[src/rtl/tank_score_keeper_if.sv]
// Signal bundle between the tank game logic and the score keeper.
// The master drives game controls and hit inputs; the slave returns scores and status.
interface tank_score_keeper_if;
  logic       game_en;
  logic [3:0] enemy_hit;
  logic       player_hit;
  logic [4:0] scorea;
  logic [4:0] scoreb;
  logic [4:0] scorec;
  logic [4:0] scored;
  logic [6:0] total_score;
  logic [2:0] hp;
  logic       mytank_state;
  logic       game_over;
  logic       bonus_pulse;

  modport master (
    output game_en, enemy_hit, player_hit,
    input  scorea, scoreb, scorec, scored, total_score, hp,
           mytank_state, game_over, bonus_pulse
  );

  modport slave (
    input  game_en, enemy_hit, player_hit,
    output scorea, scoreb, scorec, scored, total_score, hp,
           mytank_state, game_over, bonus_pulse
  );
endinterface

[src/rtl/tank_score_keeper.sv]
// Tank game score keeper: per-enemy kill counts, bonus hit points,
// player hit points and the respawn/game-over state machine.
module tank_score_keeper #(
  parameter int HP_INIT        = 5,
  parameter int HP_MAX         = 7,
  parameter int BONUS_STEP     = 10,
  parameter int RESPAWN_CYCLES = 16
) (
  input logic                 clk,
  input logic                 rst_n,
  tank_score_keeper_if.slave  bus
);

  localparam logic [2:0]  HP_INIT_L = 3'(HP_INIT);
  localparam logic [2:0]  HP_MAX_L  = 3'(HP_MAX);
  localparam logic [5:0]  STEP_L    = 6'(BONUS_STEP);
  localparam logic [15:0] TIMER_L   = 16'(RESPAWN_CYCLES - 1);

  typedef enum logic [1:0] {IDLE, PLAY, RESPAWN, OVER} state_t;

  state_t      state_reg, state_next;
  logic [3:0]  enemy_cur_reg, enemy_prev_reg;
  logic        player_cur_reg, player_prev_reg;
  logic [4:0]  score_reg [4];
  logic [4:0]  score_next [4];
  logic [6:0]  total_reg, total_next;
  logic [4:0]  bonus_reg, bonus_next;
  logic [2:0]  hp_reg, hp_next;
  logic [15:0] timer_reg, timer_next;
  logic        mytank_reg, mytank_next;
  logic        over_reg, over_next;
  logic        pulse_reg, pulse_next;

  // Inputs are registered first, so events are seen one cycle after the input edge.
  logic [3:0] enemy_evt;
  logic       player_evt;
  logic [3:0] counted;
  logic [2:0] kills;
  logic [5:0] bonus_sum;
  logic       bonus_hit;
  logic [2:0] hp_bonus;

  assign enemy_evt  = enemy_cur_reg & ~enemy_prev_reg;
  assign player_evt = player_cur_reg & ~player_prev_reg;

  // A kill on a saturated score is dropped entirely, including from the bonus count.
  for (genvar gi = 0; gi < 4; gi++) begin : g_enemy
    assign counted[gi] = enemy_evt[gi] && (score_reg[gi] != 5'd31);
  end

  assign kills     = {2'b0, counted[0]} + {2'b0, counted[1]}
                   + {2'b0, counted[2]} + {2'b0, counted[3]};
  assign bonus_sum = {1'b0, bonus_reg} + {3'b0, kills};
  assign bonus_hit = (bonus_sum >= STEP_L);
  assign hp_bonus  = (bonus_hit && (hp_reg != HP_MAX_L)) ? hp_reg + 3'd1 : hp_reg;

  always_comb begin
    state_next = state_reg;
    for (int i = 0; i < 4; i++) score_next[i] = score_reg[i];
    bonus_next = bonus_reg;
    hp_next    = hp_reg;
    timer_next = timer_reg;
    pulse_next = 1'b0;

    if (!bus.game_en || (state_reg == IDLE)) begin
      state_next = bus.game_en ? PLAY : IDLE;
      for (int i = 0; i < 4; i++) score_next[i] = 5'd0;
      bonus_next = 5'd0;
      hp_next    = HP_INIT_L;
      timer_next = 16'd0;
    end else if ((state_reg == PLAY) || (state_reg == RESPAWN)) begin
      for (int i = 0; i < 4; i++) score_next[i] = score_reg[i] + {4'b0, counted[i]};
      bonus_next = bonus_hit ? 5'(bonus_sum - STEP_L) : bonus_sum[4:0];
      pulse_next = bonus_hit;
      hp_next    = hp_bonus;
      if (state_reg == PLAY) begin
        // The bonus is applied before the hit, so a bonus can save the last hit point.
        if (player_evt) begin
          hp_next = hp_bonus - 3'd1;
          if (hp_next == 3'd0) begin
            state_next = OVER;
          end else begin
            state_next = RESPAWN;
            timer_next = TIMER_L;
          end
        end
      end else begin
        if (timer_reg == 16'd0) state_next = PLAY;
        else                    timer_next = timer_reg - 16'd1;
      end
    end

    total_next  = {2'b0, score_next[0]} + {2'b0, score_next[1]}
                + {2'b0, score_next[2]} + {2'b0, score_next[3]};
    mytank_next = (state_next == PLAY);
    over_next   = (state_next == OVER);
  end

  always_ff @(posedge clk or negedge rst_n) begin
    if (!rst_n) begin
      state_reg       <= IDLE;
      enemy_cur_reg   <= 4'd0;
      enemy_prev_reg  <= 4'd0;
      player_cur_reg  <= 1'b0;
      player_prev_reg <= 1'b0;
      for (int i = 0; i < 4; i++) score_reg[i] <= 5'd0;
      total_reg       <= 7'd0;
      bonus_reg       <= 5'd0;
      hp_reg          <= HP_INIT_L;
      timer_reg       <= 16'd0;
      mytank_reg      <= 1'b0;
      over_reg        <= 1'b0;
      pulse_reg       <= 1'b0;
    end else begin
      state_reg       <= state_next;
      enemy_cur_reg   <= bus.enemy_hit;
      enemy_prev_reg  <= enemy_cur_reg;
      player_cur_reg  <= bus.player_hit;
      player_prev_reg <= player_cur_reg;
      for (int i = 0; i < 4; i++) score_reg[i] <= score_next[i];
      total_reg       <= total_next;
      bonus_reg       <= bonus_next;
      hp_reg          <= hp_next;
      timer_reg       <= timer_next;
      mytank_reg      <= mytank_next;
      over_reg        <= over_next;
      pulse_reg       <= pulse_next;
    end
  end

  assign bus.scorea       = score_reg[0];
  assign bus.scoreb       = score_reg[1];
  assign bus.scorec       = score_reg[2];
  assign bus.scored       = score_reg[3];
  assign bus.total_score  = total_reg;
  assign bus.hp           = hp_reg;
  assign bus.mytank_state = mytank_reg;
  assign bus.game_over    = over_reg;
  assign bus.bonus_pulse  = pulse_reg;

endmodule

[src/flat_wrapper.sv]
// flat-port wrapper written by rule: the top's interface ports become plain ports
module tank_score_keeper_flat 
#(
  parameter int HP_INIT        = 5,
  parameter int HP_MAX         = 7,
  parameter int BONUS_STEP     = 10,
  parameter int RESPAWN_CYCLES = 16
)
  (clk, rst_n, bus_game_en, bus_enemy_hit, bus_player_hit, bus_scorea, bus_scoreb, bus_scorec, bus_scored, bus_total_score, bus_hp, bus_mytank_state, bus_game_over, bus_bonus_pulse);
  tank_score_keeper_if bus_i ();
  input logic clk;
  input logic rst_n;
  input wire logic [$bits(bus_i.game_en)-1:0] bus_game_en;
  input wire logic [$bits(bus_i.enemy_hit)-1:0] bus_enemy_hit;
  input wire logic [$bits(bus_i.player_hit)-1:0] bus_player_hit;
  output wire logic [$bits(bus_i.scorea)-1:0] bus_scorea;
  output wire logic [$bits(bus_i.scoreb)-1:0] bus_scoreb;
  output wire logic [$bits(bus_i.scorec)-1:0] bus_scorec;
  output wire logic [$bits(bus_i.scored)-1:0] bus_scored;
  output wire logic [$bits(bus_i.total_score)-1:0] bus_total_score;
  output wire logic [$bits(bus_i.hp)-1:0] bus_hp;
  output wire logic [$bits(bus_i.mytank_state)-1:0] bus_mytank_state;
  output wire logic [$bits(bus_i.game_over)-1:0] bus_game_over;
  output wire logic [$bits(bus_i.bonus_pulse)-1:0] bus_bonus_pulse;
  assign bus_i.game_en = bus_game_en;
  assign bus_i.enemy_hit = bus_enemy_hit;
  assign bus_i.player_hit = bus_player_hit;
  assign bus_scorea = bus_i.scorea;
  assign bus_scoreb = bus_i.scoreb;
  assign bus_scorec = bus_i.scorec;
  assign bus_scored = bus_i.scored;
  assign bus_total_score = bus_i.total_score;
  assign bus_hp = bus_i.hp;
  assign bus_mytank_state = bus_i.mytank_state;
  assign bus_game_over = bus_i.game_over;
  assign bus_bonus_pulse = bus_i.bonus_pulse;
  tank_score_keeper #(.HP_INIT(HP_INIT), .HP_MAX(HP_MAX), .BONUS_STEP(BONUS_STEP), .RESPAWN_CYCLES(RESPAWN_CYCLES)) u_core (.clk(clk), .rst_n(rst_n), .bus(bus_i));
endmodule
[config.mk]
export PLATFORM = sky130hd
export DESIGN_NAME = tank_score_keeper_flat
export DESIGN_NICKNAME = d
export VERILOG_FILES = /design/src/rtl/tank_score_keeper_if.sv /design/src/rtl/tank_score_keeper.sv /design/src/flat_wrapper.sv
export SDC_FILE = /design/constraint.sdc
export NUM_CORES = 1
export LEC_CHECK = 0
export ABC_AREA = 1
export CAP_MARGIN = 20
export CORE_UTILIZATION = 47
export DETAILED_ROUTE_END_ITERATION = 16
export MAX_ROUTING_LAYER = met4
export PLACE_DENSITY = 0.79
export SLEW_MARGIN = 20
export SYNTH_ARGS = -nofsm -noshare
export SYNTH_HDL_FRONTEND = slang
export SYNTH_SLANG_ARGS = --single-unit
[constraint.sdc]
create_clock -name clk -period 5.3 [get_ports clk]
set_clock_uncertainty 0.05 [all_clocks]
set_input_delay 0.795 -clock clk [delete_from_list [all_inputs] [get_ports clk]]
set_output_delay 0.795 -clock clk [all_outputs]
set_load 0.02 [all_outputs]
==> flow_summary_export.csv <==
group,metric,value,unit
global_routing,grt_max_degree,67,
global_routing,grt_pass1_vias,3373,
synth,ys_warn_count,0,
layout,drive_above_1_share,0.0983,
synth,ys_seq_area_frac,0.404,
sta,worst_pin_slew,0.814,ns
route,wl_per_cell,14.1,um
worst_setup_path,crit_required,5.48,ns
layout,mostFrequentLayoutCells,"nand2_1 (90), inv_1 (79), dfrtp_1 (64)",
run,max_cap_violations,0,
floorplan,coreArea,8340,sq um
layout,largest_reg_flops,16,
worst_hold_path,worstHoldEndpoint,"u_core.player_prev_reg$_DFF_PN0_",
floorplan,start_util,0.491,
synth,synth.top_cell.area_share,0.391,
floorplan,die_x,95.3,um
worst_setup_path,arrival,4.83,ns
worst_setup_path,reg2reg_to,"u_core.bus.total_score[6]$_DFF_PN0_",
power_and_ir_drop,leakagePower,2.40,nW
layout,syn_to_final_growth,16.9,%
clocking,htreeDepth,3,
worst_setup_path,r2r-start,"u_core.bus.scorea[1]$_DFF_PN0_",
power_and_ir_drop,peakVddDrop,0.140,mV
synth,synth.distinct_cells,43,
clocking,insertion_delay,0.34,ns
worst_hold_path,whs_path_depth,0,
clocking,cts_max_path_buffers,2,
synth,synth.area.top_cells,"dfrtp_1 (39%), ha_1 (9.2%), nand2_1 (8.3%), inv_1 (7.2%), fa_1 (4.4%)",
global_routing,gr-total-overflow,0,
outcome,status,"finished clean",
clocking,numCtsBuffers,9,
worst_hold_path,hold_path.startpoint,"u_core.player_cur_reg$_DFF_PN0_",
floorplan,row_count,33,
synth,syn-mean-instance-area,8.39,sq um
worst_setup_path,cp_max_fo,10,
route,ant_nets,0,
worst_setup_path,cp-end-kind,"register",
global_routing,antenna_found_initial,0,
synth,syn_area,4090,sq um
clocking,cts_tree,"built",
sta,timing.final.ws_setup,0.651,ns
placement,globalplace.congestion,0.886,
layout,num_antenna_cells,0,
layout,finish.utilization,0.574,
clocking,cts_sinks,66,
sta,fin_crit,4.65,ns
sta,fin_crit_sh,0.877,
route,vias_per_cell,5.19,
layout,nets,582,
worst_setup_path,critPathKind,"primary input to register",
synth,async_flop_share,1.00,
route,drc,0,
placement,dp_hpwl,6710,um
sta,fmax,215,MHz
floorplan,ios,41,
placement,dp_worst_setup_slack,0.352,ns
floorplan,die_y,95.3,um
sta,finalMaxSlewViolations,0,
global_routing,grt_pass1_wl,15400,um
sta,rsz0062_at_grt,"false",
clocking,post_cts_buffers,0,
clocking,cts_hold_buf,0,
floorplan,dieArea,9080,sq um
route,drt_iter0_drc,204,
route,num_vias,3341,
sta,timing.slew.headroom,0.457,
clocking,clk_pin_slew,0.07,ns
synth,synthCells,488,
sta,hold_viol,0,
worst_setup_path,critical_path.startpoint_type,"primary input",
synth,synth.ff_latch_count,66,
global_routing,grt_usage,0.233,
synth,synth.largest_area_cell,"dfrtp_1",
clocking,clock-root-buffer,"clkbuf_8",
clocking,cts-resized-gates,0,
synth,synthFlopType,"dfrtp_1",
synth,synth_edf_count,0,
power_and_ir_drop,pwr_density_cell,292,nW/um^2
placement,portBuffers,40,
layout,final_common_cell,"nand2_1",
route,drtPass1Iterations,4,
sta,finalSetupViolations,0,
synth,synth_nets,535,
worst_hold_path,min_path_type,"register to register",
sta,setup-tns-final,0,ns
route,wl,9080,um
worst_setup_path,reg2reg_depth,21,
worst_setup_path,ff2ff_setup_slack,0.88,ns
[per-stage QoR]
| stage | cells | instance area [sq um] | power (W) | hold slack [ns] |
|---|---|---|---|---|
| 2_1_floorplan | 488 | 4090 | 0.000913 | 0.296 |
| 5_1_grt | 644 | 4780 | 0.00149 | 0.340 |
| 6_report | 644 | 4780 | 0.00140 | 0.326 |
| 3_5_place_dp | 629 | 4600 | 0.000997 | 0.318 |
| 3_3_place_gp | 629 | 4600 | 0.000984 | 0.306 |
| 4_1_cts | 644 | 4780 | 0.00141 | 0.331 |
[synthesized netlist by cell type (2+ instances only)]
cell,number
ha_1,30
clkbuf_1,3
o22ai_1,2
xor2_1,13
dfstp_2,2
nor3b_1,4
nor3_1,25
nand3_1,34
inv_1,79
nand4_1,3
nor2_1,37
nand2_2,17
a21oi_1,15
dfrtp_1,64
o21ai_0,14
a31oi_1,2
fa_1,9
nand3_2,2
nor4_1,6
buf_1,2
inv_2,6
nor3_2,2
nand2_1,90
a22oi_1,2
nand2_4,2
xnor2_1,6
[worst max path at each step]
stage	start	to	slack [ns]	depth (start not counted)
detailed placement	bus_game_en	u_core.bus.total_score[6]$_DFF_PN0_	0.35	20
finish	bus_game_en	u_core.bus.total_score[6]$_DFF_PN0_	0.65	20
CTS	bus_game_en	u_core.bus.total_score[6]$_DFF_PN0_	0.69	20
floorplan	bus_game_en	u_core.bus.total_score[6]$_DFF_PN0_	1.22	19
global route	bus_game_en	u_core.bus.total_score[6]$_DFF_PN0_	0.29	20
global placement	bus_game_en	u_core.bus.total_score[6]$_DFF_PN0_	0.64	20
[report_power, final]
group          switching (W)  internal [W]
clock network       0.000180      0.000228
logic               0.000262      0.000151
registers          0.0000358      0.000542
total               0.000478      0.000921
[worst max-delay path, stage by stage]
cell	delay [ns]
clkdlybuf4s50_1	0.51
inv_2	0.04
nor2_2	0.24
inv_2	0.15
nor2_1	0.18
inv_2	0.14
o21ai_0	0.45
ha_1	0.34
nand3_1	0.09
and2_1	0.16
xor2_1	0.19
fa_1	0.43
inv_1	0.08
ha_1	0.28
nand2_1	0.09
nor2_1	0.04
a211oi_1	0.33
nor2_1	0.08
o21ai_0	0.15
nand2_1	0.07
[logic make-up after synthesis]
logic type      share of synthesized area
simple gates                        0.269
xor+xnor                           0.0407
flops                               0.404
buf+inv                            0.0905
compound gates                     0.0596
fa+ha+maj                           0.136
[layer usage]
metal,vias to the layer above,wire length (um),track usage
li1,1657,-,-
met3,14,355,0.0582
met4,0,140,0.0657
met5,-,0,-
met1,1592,4000,0.276
met2,78,4590,0.392
[layout make-up]
type                    instances  area, sq um
fillers                       752         3560
multi-input cells             329         2070
flip-flops and latches         66         1650
repair buffers                 44          425
inverters                      85          319
clock buffers                  13          149
well taps                     105          131
clock inverters                 2         37.5
Note: power is estimated with default switching activity, not from simulation.
==> RTL edit, RTL diff (config.mk and constraints unchanged) <==
Put a register stage on the output `bus.scored`. The value now appears one clock later.
--- a/src/rtl/tank_score_keeper.sv
+++ b/src/rtl/tank_score_keeper.sv
@@ -131,7 +131,9 @@
   assign bus.scorea       = score_reg[0];
   assign bus.scoreb       = score_reg[1];
   assign bus.scorec       = score_reg[2];
-  assign bus.scored       = score_reg[3];
+  always_ff @(posedge clk) begin
+    bus.scored <= score_reg[3];
+  end
   assign bus.total_score  = total_reg;
   assign bus.hp           = hp_reg;
   assign bus.mytank_state = mytank_reg;
Check against the original RTL: not equivalent (a bounded check fails within 4 cycles, from zero or initial values and one cycle with rst_n low).
==> RTL edit against the unedited design <==
- worst setup slack gained 0.066 ns
- total power grew 11%
- routed wire length grew 3.0%
- sequential cell count grew 5
- critical path type unchanged
- final area grew 5.5%
- sequential power grew 7.1%
- synthesized area grew 8.1%
- highest routed layer unchanged
- hold slack lost 0.0029 ns
==> RTL edit: results (changes against the unedited design) <==
synthesized net count - 553 (was 535)
Crit Path Max Fanout - 10 (unchanged)
Post-synth top cells - 79 x inv_1, 76 x nand2_1, 64 x dfrtp_1 (was 90 x nand2_1, 79 x inv_1, 64 x dfrtp_1)
top_reg_cell synth - dfrtp_1 (unchanged)
layout cells sized above 1 - 0.133 (was 0.0983)
crit path DAT - 4.77 ns (was 4.83 ns)
status - completed (unchanged)
GRT Total Usage - 0.216 (was 0.233)
Leakage Power - 0.00247 uW (was 0.00240 uW)
register area share after synthesis - 0.396 (was 0.404)
Post-DP Area - 4820 um2 (was 4600 um2)
Vias - 3439 (was 3341)
cells after synthesis - 506 (was 488)
Max rail drop VDD - 0.000151 V (was 0.000140 V)
top cells by area, synth - dfrtp_1 36%, ha_1 8.5%, inv_1 6.7% (was dfrtp_1 39%, ha_1 9.2%, nand2_1 8.3%)
Max stage delay on crit path - 0.49 ns (was 0.51 ns)
Total Wirelength - 9360 um (was 9080 um)
H-Tree Level Count - 3 (unchanged)
Fill cells - 813 (was 752)
dpl cells - 637 (was 629)
routed len/inst - 14.3 um (was 14.1 um)
Initial DRT Pass Iterations - 5 (was 4)
# Post-CTS Setup Buffers - 0 (unchanged)
fin nets - 584 (was 582)
pin count of the biggest net entering global routing - 67 (unchanged)
DP HPWL - 6770 um (was 6710 um)
DRT iter0 DRCs - 185 (was 204)
Rel. slew slack - 0.438 (was 0.457)
GP Congestion - 0.876 (was 0.886)
Netlist cell types - 48 (was 43)
ys async rst share - 0.930 (was 1.00)
first-pass GRT wire length - 15900 um (was 15400 um)
[RTL edit: cell types whose count changed after synthesis, sizes merged, moves of 2 or more]
cell / delta
buf: +15
dfxtp: +5
nand2: -6
nand4: +2
nor2: +2
nor3: -3
[RTL edit: worst max-delay path, delay by kind of cell]
| kind | cells | cell delay (ns) |
|---|---|---|
| and+or+nand+nor | 8 | 0.79 |
| adders and majority gates | 3 | 1.01 |
| buffers and inverters | 5 | 1.04 |
| AOI/OAI and AO/OA | 3 | 0.94 |
| xor gates and xnor gates | 1 | 0.18 |
[RTL edit: routing by layer]
layer | vias up | track usage | share of wire
met4 | 0 | 0.0700 | 0.018
met5 | - | - | 0
met2 | 89 | 0.350 | 0.49
li1 | 1676 | - | -
met1 | 1656 | 0.269 | 0.45
met3 | 18 | 0.0475 | 0.036
[RTL edit: layout make-up]
type | count | area share
Timing Repair Buffer | 44 | 0.0843
Sequential cell | 71 | 0.348
Clock inverter | 3 | 0.0129
Multi-Input combinational cell | 326 | 0.433
Inverter | 85 | 0.0632
Tap cell | 111 | 0.0275
Clock buffer | 13 | 0.0315
[RTL edit: metrics by stage]
stage / utilization / setup WS (ns)
2_1_floorplan: - / 1.15
3_3_place_gp: 0.524 / 0.529
3_5_place_dp: 0.524 / 0.359
4_1_cts: 0.549 / 0.727
5_1_grt: 0.549 / 0.416
6_report: 0.549 / 0.717
[RTL edit: power by group]
group | switching, uW | internal, uW
Clock | 206 | 291
Sequential | 40.4 | 579
Combinational | 280 | 162
[RTL edit: logic make-up after synthesis]
kind of cell             count (synthesis)  synth area share
AO/OA/AOI/OAI                           44            0.0594
XOR/XNOR                                19            0.0376
adder cells (fa/ha/maj)                 39             0.126
buffers and inverters                  109             0.110
flip-flops                              71             0.396
AND/OR/NAND/NOR                        224             0.271
[RTL edit: worst paths after layout]
kind,from,to,slack [ns],depth (start not counted)
setup reg to reg,u_core.bus.scoreb[1],u_core.bus.total_score[6],0.96,21
hold reg to reg,u_core.enemy_cur_reg[0],u_core.enemy_prev_reg[0],0.32,0
min in group asynchronous,rst_n,u_core.timer_reg[4],0.58,2
hold / removal,u_core.enemy_cur_reg[0],u_core.enemy_prev_reg[0],0.32,0
setup / recovery,bus_game_en,u_core.bus.total_score[6],0.72,20
max in group asynchronous,rst_n,u_core.bus.scorec[0],4.07,2
